**src/rtl/hazard_ctrl_unit_if.sv**
```systemverilog
// Pipeline hazard control bundle: hazard inputs from the pipe, stage enables,
// flush controls and event counters going back.
interface hazard_ctrl_unit_if #(
    parameter int unsigned REG_AW = 5,
    parameter int unsigned CNT_W  = 16
);
    logic              idex_mem_read;
    logic [REG_AW-1:0] idex_rt;
    logic [REG_AW-1:0] ifid_rs;
    logic [REG_AW-1:0] ifid_rt;
    logic              ifid_uses_rt;
    logic              branch_taken;
    logic              mem_busy;
    logic              cnt_clr;

    logic              pc_write;
    logic              ifid_write;
    logic              idex_write;
    logic              exmem_write;
    logic              ifid_flush;
    logic              idex_bubble;
    logic              exmem_flush;
    logic [1:0]        state_o;
    logic [CNT_W-1:0]  stall_cnt;
    logic [CNT_W-1:0]  freeze_cnt;
    logic [CNT_W-1:0]  redir_cnt;

    modport master (
        output idex_mem_read, idex_rt, ifid_rs, ifid_rt, ifid_uses_rt,
        output branch_taken, mem_busy, cnt_clr,
        input  pc_write, ifid_write, idex_write, exmem_write,
        input  ifid_flush, idex_bubble, exmem_flush,
        input  state_o, stall_cnt, freeze_cnt, redir_cnt
    );

    modport slave (
        input  idex_mem_read, idex_rt, ifid_rs, ifid_rt, ifid_uses_rt,
        input  branch_taken, mem_busy, cnt_clr,
        output pc_write, ifid_write, idex_write, exmem_write,
        output ifid_flush, idex_bubble, exmem_flush,
        output state_o, stall_cnt, freeze_cnt, redir_cnt
    );
endinterface

```
**src/rtl/hazard_ctrl_unit.sv**
```systemverilog
// Hazard controller: load-use stall, memory freeze and multi-cycle branch
// redirect, with saturating performance event counters.
module hazard_ctrl_unit #(
    parameter int unsigned REG_AW          = 5,
    parameter int unsigned BR_FLUSH_CYCLES = 2,
    parameter int unsigned CNT_W           = 16
) (
    input  logic               clk,
    input  logic               reset,
    hazard_ctrl_unit_if.slave  hz
);
    localparam int unsigned RdW = (BR_FLUSH_CYCLES > 1) ? $clog2(BR_FLUSH_CYCLES) : 1;
    localparam logic [RdW-1:0] RdInit = RdW'(BR_FLUSH_CYCLES - 1);

    typedef enum logic [1:0] {
        StRun      = 2'b00,
        StFreeze   = 2'b01,
        StRedirect = 2'b10
    } state_e;

    state_e           state_q, state_d, eff_state;
    logic [RdW-1:0]   rd_cnt_q, rd_cnt_d;
    logic             resume_q, resume_d;
    logic [CNT_W-1:0] stall_q, freeze_q, redir_q;
    logic             load_use, stall_ev, redir_ev;

    assign load_use = hz.idex_mem_read && (hz.idex_rt != '0) &&
                      ((hz.idex_rt == hz.ifid_rs) ||
                       (hz.ifid_uses_rt && (hz.idex_rt == hz.ifid_rt)));

    // Leaving FREEZE acts as the resume target in the same cycle.
    assign eff_state = (state_q == StFreeze) ? (resume_q ? StRedirect : StRun) : state_q;

    always_comb begin
        hz.pc_write    = 1'b1;
        hz.ifid_write  = 1'b1;
        hz.idex_write  = 1'b1;
        hz.exmem_write = 1'b1;
        hz.ifid_flush  = 1'b0;
        hz.idex_bubble = 1'b0;
        hz.exmem_flush = 1'b0;
        state_d        = state_q;
        rd_cnt_d       = rd_cnt_q;
        resume_d       = resume_q;
        stall_ev       = 1'b0;
        redir_ev       = 1'b0;

        if (hz.mem_busy) begin
            hz.pc_write    = 1'b0;
            hz.ifid_write  = 1'b0;
            hz.idex_write  = 1'b0;
            hz.exmem_write = 1'b0;
            state_d        = StFreeze;
            if (state_q == StRedirect) begin
                resume_d = (rd_cnt_q != '0);
            end else if (state_q == StRun) begin
                resume_d = 1'b0;
            end
        end else if (hz.branch_taken) begin
            hz.ifid_flush  = 1'b1;
            hz.idex_bubble = 1'b1;
            hz.exmem_flush = 1'b1;
            rd_cnt_d       = RdInit;
            state_d        = (RdInit != '0) ? StRedirect : StRun;
            resume_d       = 1'b0;
            redir_ev       = 1'b1;
        end else if (eff_state == StRedirect) begin
            // IF/ID still holds a wrong-path fetch, so load_use is meaningless here.
            hz.ifid_flush = 1'b1;
            rd_cnt_d      = (rd_cnt_q != '0) ? rd_cnt_q - RdW'(1) : '0;
            state_d       = (rd_cnt_q <= RdW'(1)) ? StRun : StRedirect;
            resume_d      = 1'b0;
        end else begin
            state_d  = StRun;
            resume_d = 1'b0;
            if (load_use) begin
                hz.pc_write    = 1'b0;
                hz.ifid_write  = 1'b0;
                hz.idex_bubble = 1'b1;
                stall_ev       = 1'b1;
            end
        end
    end

    always_ff @(posedge clk) begin
        if (reset) begin
            state_q  <= StRun;
            rd_cnt_q <= '0;
            resume_q <= 1'b0;
            stall_q  <= '0;
            freeze_q <= '0;
            redir_q  <= '0;
        end else begin
            state_q  <= state_d;
            rd_cnt_q <= rd_cnt_d;
            resume_q <= resume_d;
            // Clear beats a same-cycle event; counters stick at all-ones.
            if (hz.cnt_clr) begin
                stall_q  <= '0;
                freeze_q <= '0;
                redir_q  <= '0;
            end else begin
                if (stall_ev && (stall_q != '1)) stall_q <= stall_q + CNT_W'(1);
                if (hz.mem_busy && (freeze_q != '1)) freeze_q <= freeze_q + CNT_W'(1);
                if (redir_ev && (redir_q != '1)) redir_q <= redir_q + CNT_W'(1);
            end
        end
    end

    assign hz.state_o    = state_q;
    assign hz.stall_cnt  = stall_q;
    assign hz.freeze_cnt = freeze_q;
    assign hz.redir_cnt  = redir_q;
endmodule
```
**src/flat_wrapper.sv**
```systemverilog
// flat-port wrapper written by rule: the top's interface ports become plain ports
module hazard_ctrl_unit_flat 
#(
    parameter int unsigned REG_AW          = 5,
    parameter int unsigned BR_FLUSH_CYCLES = 2,
    parameter int unsigned CNT_W           = 16
)
  (clk, reset, hz_idex_mem_read, hz_idex_rt, hz_ifid_rs, hz_ifid_rt, hz_ifid_uses_rt, hz_branch_taken, hz_mem_busy, hz_cnt_clr, hz_pc_write, hz_ifid_write, hz_idex_write, hz_exmem_write, hz_ifid_flush, hz_idex_bubble, hz_exmem_flush, hz_state_o, hz_stall_cnt, hz_freeze_cnt, hz_redir_cnt);
  hazard_ctrl_unit_if #(.REG_AW(REG_AW), .CNT_W(CNT_W)) hz_i ();
  input  logic clk;
  input  logic reset;
  input wire logic [$bits(hz_i.idex_mem_read)-1:0] hz_idex_mem_read;
  input wire logic [$bits(hz_i.idex_rt)-1:0] hz_idex_rt;
  input wire logic [$bits(hz_i.ifid_rs)-1:0] hz_ifid_rs;
  input wire logic [$bits(hz_i.ifid_rt)-1:0] hz_ifid_rt;
  input wire logic [$bits(hz_i.ifid_uses_rt)-1:0] hz_ifid_uses_rt;
  input wire logic [$bits(hz_i.branch_taken)-1:0] hz_branch_taken;
  input wire logic [$bits(hz_i.mem_busy)-1:0] hz_mem_busy;
  input wire logic [$bits(hz_i.cnt_clr)-1:0] hz_cnt_clr;
  output wire logic [$bits(hz_i.pc_write)-1:0] hz_pc_write;
  output wire logic [$bits(hz_i.ifid_write)-1:0] hz_ifid_write;
  output wire logic [$bits(hz_i.idex_write)-1:0] hz_idex_write;
  output wire logic [$bits(hz_i.exmem_write)-1:0] hz_exmem_write;
  output wire logic [$bits(hz_i.ifid_flush)-1:0] hz_ifid_flush;
  output wire logic [$bits(hz_i.idex_bubble)-1:0] hz_idex_bubble;
  output wire logic [$bits(hz_i.exmem_flush)-1:0] hz_exmem_flush;
  output wire logic [$bits(hz_i.state_o)-1:0] hz_state_o;
  output wire logic [$bits(hz_i.stall_cnt)-1:0] hz_stall_cnt;
  output wire logic [$bits(hz_i.freeze_cnt)-1:0] hz_freeze_cnt;
  output wire logic [$bits(hz_i.redir_cnt)-1:0] hz_redir_cnt;
  assign hz_i.idex_mem_read = hz_idex_mem_read;
  assign hz_i.idex_rt = hz_idex_rt;
  assign hz_i.ifid_rs = hz_ifid_rs;
  assign hz_i.ifid_rt = hz_ifid_rt;
  assign hz_i.ifid_uses_rt = hz_ifid_uses_rt;
  assign hz_i.branch_taken = hz_branch_taken;
  assign hz_i.mem_busy = hz_mem_busy;
  assign hz_i.cnt_clr = hz_cnt_clr;
  assign hz_pc_write = hz_i.pc_write;
  assign hz_ifid_write = hz_i.ifid_write;
  assign hz_idex_write = hz_i.idex_write;
  assign hz_exmem_write = hz_i.exmem_write;
  assign hz_ifid_flush = hz_i.ifid_flush;
  assign hz_idex_bubble = hz_i.idex_bubble;
  assign hz_exmem_flush = hz_i.exmem_flush;
  assign hz_state_o = hz_i.state_o;
  assign hz_stall_cnt = hz_i.stall_cnt;
  assign hz_freeze_cnt = hz_i.freeze_cnt;
  assign hz_redir_cnt = hz_i.redir_cnt;
  hazard_ctrl_unit #(.REG_AW(REG_AW), .BR_FLUSH_CYCLES(BR_FLUSH_CYCLES), .CNT_W(CNT_W)) u_core (.clk(clk), .reset(reset), .hz(hz_i));
endmodule
```
**config.mk**
```make
export PLATFORM = sky130hd
export DESIGN_NAME = hazard_ctrl_unit_flat
export DESIGN_NICKNAME = d
export VERILOG_FILES = /design/src/rtl/hazard_ctrl_unit_if.sv /design/src/rtl/hazard_ctrl_unit.sv /design/src/flat_wrapper.sv
export SDC_FILE = /design/constraint.sdc
export NUM_CORES = 1
export LEC_CHECK = 0
export BUFFER_PORTS_ARGS = -buffer_cell sky130_fd_sc_hd__buf_2
export CAP_MARGIN = 20
export CORE_MARGIN = 3
export CORE_UTILIZATION = 49
export CTS_BUF_LIST = sky130_fd_sc_hd__clkbuf_8
export DETAILED_ROUTE_END_ITERATION = 8
export PLACE_DENSITY = 0.79
export SYNTH_ARGS = -nofsm -noshare
export SYNTH_HDL_FRONTEND = slang
export SYNTH_SLANG_ARGS = --single-unit
```
**constraint.sdc**
```tcl
create_clock -name clk -period 1.9 [get_ports clk]
set_input_delay 0.19 -clock clk [delete_from_list [all_inputs] [get_ports clk]]
set_output_delay 0.19 -clock clk [all_outputs]
set_load 0.01 [all_outputs]
```
# Word level (Yosys, flattened, before mapping)
# Index checks and enable logic that the tools add are counted.
dict set report totals {
  reg_bits 52
  input_bits 22
  output_inout_bits 57
  elab_cells 63
}
dict set report classes {
  addsub 4
  n_lt_le_gt_ge 1
  eq_ne 8
  mux 27
  n_bitwise 1
  reduce_logical 15
}
# cell n
set ops {}
lappend ops {{adder 16 x 1 -> 16 bit (second input constant)} 3}
lappend ops {{!= test 16 bit (second input constant)} 3}
lappend ops {{two-way mux 1 bit} 22}
lappend ops {{equality test 5 bit} 2}
lappend ops {{two-way mux 2 bit} 5}
lappend ops {{logical AND 1 bit} 6}
lappend ops {{OR reduction 2 bit} 3}
lappend ops {{nonzero test 5 bit} 1}
lappend ops {{equality test 2 bit (second input constant)} 2}
lappend ops {{nonzero test 2 bit} 2}
lappend ops {{equality test 2 x 1 -> 1 bit (second input constant)} 1}
lappend ops {{zero test 2 bit} 1}
lappend ops {{AND reduction 2 bit} 1}
lappend ops {{less-or-equal comparator 1 bit (second input constant)} 1}
lappend ops {{logical OR 1 bit} 1}
lappend ops {{NOT 1 bit} 1}
lappend ops {{subtractor 1 bit (second input constant)} 1}

# Longest topological paths before layout
dict set report depth {
  ltp_word 9
  mapped_depth 8
  ltp_nobuf 6
}

# Least setup slack after synthesis
# No wires, ideal clock.
dict set report synth_path {
  path_type {register -> register}
  start {register u_core.stall_q[0], in the netlist u_core.hz.stall_cnt[0]}
  end {register u_core.stall_q[5], in the netlist u_core.hz.stall_cnt[5]}
  setup_time_ns 0.115
  arrival_time_ns 1.829
  t_required_ns 1.785
  path_slack_ns -0.044
  path_stages_with_launch 9
  path_buffers 2
  period_less_slack_ns 1.944
  path_cell_list {dfxtp_1 ha_1 nand2_1 or3_1 o2111ai_2 buf_6 clkbuf_8 nor4_1 o21a_1}
}
dict set report synth_via {
  elab_chain_cells 2
  word_cells_on_any_way 3
  cone_classes {add/sub (1); eq/ne (1); reduce/logical (1)}
}
# element line_no
set synth_lines {}
lappend synth_lines {{from (decl)} hazard_ctrl_unit.sv:24} ;# logic [CNT_W-1:0] stall_q, freeze_q, redir_q;
lappend synth_lines {{from (signal assigned)} hazard_ctrl_unit.sv:103} ;# if (stall_ev && (stall_q != '1)) stall_q <= stall_q + CNT_W'(1);
lappend synth_lines {{parallel branches: the longest is 2 deep, another holds adder 16 x 1 -> 16 bit} --}
# Several ways; the timed one is not identified.
# A chain may end at the register's enable or synchronous reset.

# Worst setup path in the final report
dict set report layout_path {
  start {register u_core.state_q[1], in the netlist u_core.hz.state_o[1]}
  end {output port hz_idex_bubble}
}
dict set report layout_via {
  elab_chain_cells 6
}
# element line_no
set layout_lines {}
lappend layout_lines {{from (decl)} hazard_ctrl_unit.sv:21} ;# state_e state_q, state_d, eff_state;
lappend layout_lines {{from (signal assigned)} hazard_ctrl_unit.sv:87} ;# state_q <= StRun;
lappend layout_lines {{from (signal assigned)} hazard_ctrl_unit.sv:94} ;# state_q <= state_d;
lappend layout_lines {{equality test 2 x 1 -> 1 bit} hazard_ctrl_unit.sv:32} ;# assign eff_state = (state_q == StFreeze) ? (resume_q ? StRedirect : StRun) : state_q;
lappend layout_lines {{two-way mux 2 bit (*)} hazard_ctrl_unit.sv:32}
lappend layout_lines {{equality test 2 bit (*)} hazard_ctrl_unit.sv:67} ;# end else if (eff_state == StRedirect) begin
lappend layout_lines {{two-way mux 1 bit (*)} hazard_ctrl_unit.sv:67}
lappend layout_lines {{two-way mux 1 bit (*)} hazard_ctrl_unit.sv:59} ;# end else if (hz.branch_taken) begin
lappend layout_lines {{two-way mux 1 bit (*)} hazard_ctrl_unit.sv:48} ;# if (hz.mem_busy) begin
lappend layout_lines {{to (decl)} flat_wrapper.sv:25} ;# output wire logic [$bits(hz_i.idex_bubble)-1:0] hz_idex_bubble;
# Mark *: on every way between the ends. The rest lies on a longest branch, timed or not.

==> summary.md <==
| Metric | Value |
|---|---|
| Die Span Y | between 80 and 90 um |
| Avg Cell Area, Syn | 8.36 um^2 |
| Required time worst endpoint | roughly 1.7 ns |
| Setup crit end kind | output pin |
| Total track usage | 21.6% |
| R2r endpoint | u_core.hz.stall_cnt[10]$_SDFFE_PP0P_ |
| Share of layout cells above drive strength 1 | 38.0% |
| Final setup margin | -0.0134 ns |
| Hold path depth | 2 |
| TritonCTS sink count | 52 |
| Post-synthesis cell area | 0.00283 mm^2 |
| Design Power | between 0.0015 and 0.002 W |
| Vias in the first global route | 2665 |
| Number of synthesized register bits | 52 |
| Sequential-to-total area share from yosys stat | 36.8% |
| Starting Density | about half |
| Clock latency at the later pin of the worst-skew pair | roughly 0.30 ns |
| Synth warnings | 0 |
| CP arrival | 1.72 ns |
| ANT cells | 0 |
| Commonest cells after routing, fill and taps aside | 78 x buf_2, 46 x dfxtp_1, 36 x nor2_1 |
| Cells after Synth | 338 |
| Die width | slightly above 80 um |
| Number of remaining DRC errors | 0 |
| PwrDens | 517 mW/mm^2 |
| Comb pwr share | 9.8% |
| Post-synth top area share | 36.8% |
| Ys flop type | dfxtp_1 |
| Final core occ | 67.5% |
| Tcrit/Tclk final | 101% |
| TritonCTS clock tree | done |
| Maximum vdd drop | between 0.3 and 0.4 mV |
| I/O pins | 79 |
| Clock power share | roughly 33% |
| Drt wl/cell | 14.4 um |
| Final setup vio count | 3 |
| Ys async rst share | 0% |
| Slew HR | 49.7% |
| Hold Path Sink | u_core.hz.state_o[0]$_SDFF_PP0_ |
| NetSw | between 0.0004 and 0.0005 W |
| Number of distinct library cells after synthesis | 47 |
| Switch share | 24.6% |
| Setup CP Type | flop to output pin |
| Largest net degree at the start of global routing | 34 |
| Vias post-DR | 2903 |
| Initial drt markers | about 140 |
| Syn Nets | ~360 |
| Leak pwr | 1.44 nW |
| Hold Crit Class | primary input to flop |
| Placer Congestion | 0.817 |
| Sequential power share | 56.9% |
| DRT Pass-1 Iters | 4 |
| Clk_skew | a little under 0.009 ns |
| First-pass GRT wire length | 11600 um |
| RSZ-0062 raised after global routing | yes |
| Final nets | 464 |
| Reg2Reg Depth | 6 |
| FF-to-FF Start | u_core.hz.state_o[1]$_SDFF_PP0_ |
| Reg clk slew, reported paths | 0.08 ns |
| Highest clock rate | 523 MHz |
| Pint | about 0.0015 W |
| Biggest fanout along the worst timing path | 4 |
| Post-DP HPWL | 5290 um |
| Initial antenna violation count | 0 |
| Total CTS buffers | 5 |
| Total grt overflow | 0 |
| Fillers | 464 |
| Root Driver | clkbuf_8 |
| Worst-margin pin slew | between 0.7 and 0.8 ns |
| H-tree depth | 2 |
| Final wirelength | 7350 um |
| Drt via density | 5.67 |
| Final hold slack | 0.144 ns |
| TNS Setup | -0.0350 ns |
| Min cycle time layout | between 1.5 and 2 ns |
| Worst Min Path Start | reset |
| Number of max-cap violations | 0 |
| Clock Path Buffers | 2 |
| Core area | 0.00554 mm^2 |
| Port Buffer Count | 78 |
| Leading cell type in the layout, fill and taps excluded | buf_2 |
| Reg2Reg Setup Slack | 0.02 ns |
| EDFF count, synth | 0 |
| Type of origin of the critical path | flop |
| Remaining antenna violation count | 0 |
| Die area | 0.00671 mm^2 |
| Status | finished with violations |
| Hold Vio Cnt, Final | 0 |
| Synth area leaders | dfxtp_1 37%, xnor2_1 7.1%, nor2_1 5.3% |
| Synth area leader | dfxtp_1 |
| Failing checks | setup timing |
| Max-slew violations | 0 |
| Num rows | 27 |
| Syn-to-layout area delta | 32.4% |
==> power groups by stage <==
stage | logic, W | registers (W) | clock network, W
3_5_place_dp | 0.000168 | 0.00113 | 0
4_1_cts | 0.000179 | 0.00110 | 0.000655
5_1_grt | 0.000205 | 0.00110 | 0.000703
6_report | 0.000190 | 0.00110 | 0.000645
2_1_floorplan | 0.000101 | 0.00113 | 0
3_3_place_gp | 0.000166 | 0.00112 | 0
==> layer usage <==
layer	global-route usage, %	part of all wire [%]	vias to the layer above	wire length (um)
li1	-	-	1439	-
met2	37.2	49	77	3600
met5	0	0	-	0
met3	4.28	4.6	12	335
met4	7.48	1.4	0	104
met1	26.7	45	1375	3310
==> metrics by stage <==
stage	std cells	worst slack, ns	area [um^2]
floorplan	338	0.0269	2830
global placement	500	0.0848	3420
detailed placement	500	0.0252	3420
CTS	512	-0.0385	3560
global route	512	-0.127	3740
finish	512	-0.0134	3740
==> logic make-up (layout without fill, tap and decap cells) <==
logic type | count (synthesis) | after routing | share of synthesized area (%)
mux | 5 | 5 | 1.77
flops | 52 | 52 | 36.8
simple gates | 162 | 162 | 29.7
fa+ha+maj | 3 | 3 | 1.33
compound gates | 58 | 58 | 14.8
buf+inv | 25 | 127 | 5.36
xor+xnor | 33 | 33 | 10.2
==> worst max-delay path by stage <==
stage / startpoint / end / slack [ns] / cells past startpoint
global route: u_core.hz.state_o[1]$_SDFF_PP0_ / hz_idex_bubble / -0.13 / 7
finish: u_core.hz.state_o[1]$_SDFF_PP0_ / hz_idex_bubble / -0.01 / 7
global placement: hz_idex_rt[3] / u_core.hz.stall_cnt[9]$_SDFFE_PP0P_ / 0.08 / 7
CTS: u_core.hz.state_o[0]$_SDFF_PP0_ / hz_pc_write / -0.04 / 7
floorplan: u_core.hz.state_o[1]$_SDFF_PP0_ / u_core.hz.stall_cnt[9]$_SDFFE_PP0P_ / 0.03 / 6
detailed placement: u_core.hz.state_o[1]$_SDFF_PP0_ / u_core.hz.stall_cnt[3]$_SDFFE_PP0P_ / 0.03 / 6
==> worst max-delay path: stages (launching register included) <==
cell	delay (ns)
dfxtp_2	0.34
and3b_2	0.23
a211oi_4	0.30
buf_6	0.16
nand2_4	0.06
nor2_2	0.09
o21a_1	0.12
buf_2	0.12
==> cells in the mapped netlist (3+ instances only) <==
master and number:
nand2_1 28, inv_1 5, o21ai_0 5, or4_1 8
dfxtp_1 52, o31ai_1 10, or2_2 3, buf_6 3
clkbuf_1 8, nand3_1 16, a21oi_1 16, nor2_1 40
or3_1 7, mux2i_1 5, xor2_1 10, and4_1 6
buf_4 3, buf_2 3, ha_1 3, nor3_1 17
nand4_1 14, xnor2_1 23, a211oi_1 7, nor4_1 10
and3_1 5
==> final cells by class <==
| type | instances | area, um^2 | area share [%] |
|---|---|---|---|
| Clock buffer | 6 | 82.6 | 2.21 |
| Sequential cell | 52 | 1050 | 28.0 |
| Tap cell | 72 | 90.1 | 2.41 |
| Inverter | 6 | 22.5 | 0.602 |
| Clock inverter | 2 | 7.51 | 0.201 |
| Multi-Input combinational cell | 261 | 1810 | 48.4 |
| Timing Repair Buffer | 113 | 681 | 18.2 |
==> state kept, by name, summed over array words and instances (netlist names) <==
register,count
u_core.hz.state_o,2
u_core.resume_q,1
u_core.hz.freeze_cnt,16
u_core.rd_cnt_q,1
u_core.hz.redir_cnt,16
u_core.hz.stall_cnt,16
==> what timing repair did <==
| action | in CTS | in global routing |
|---|---|---|
| pin swaps | 8 | 16 |
| resized for setup | 6 | 42 |
| setup endpoints to repair | 4 | 23 |
| hold endpoints to repair | 0 | 0 |
| hold buffers | 0 | 0 |
| gates cloned | 1 | 0 |
| buffers inserted | 3 | 0 |
No activity file was read; power rests on OpenSTA's default activity.
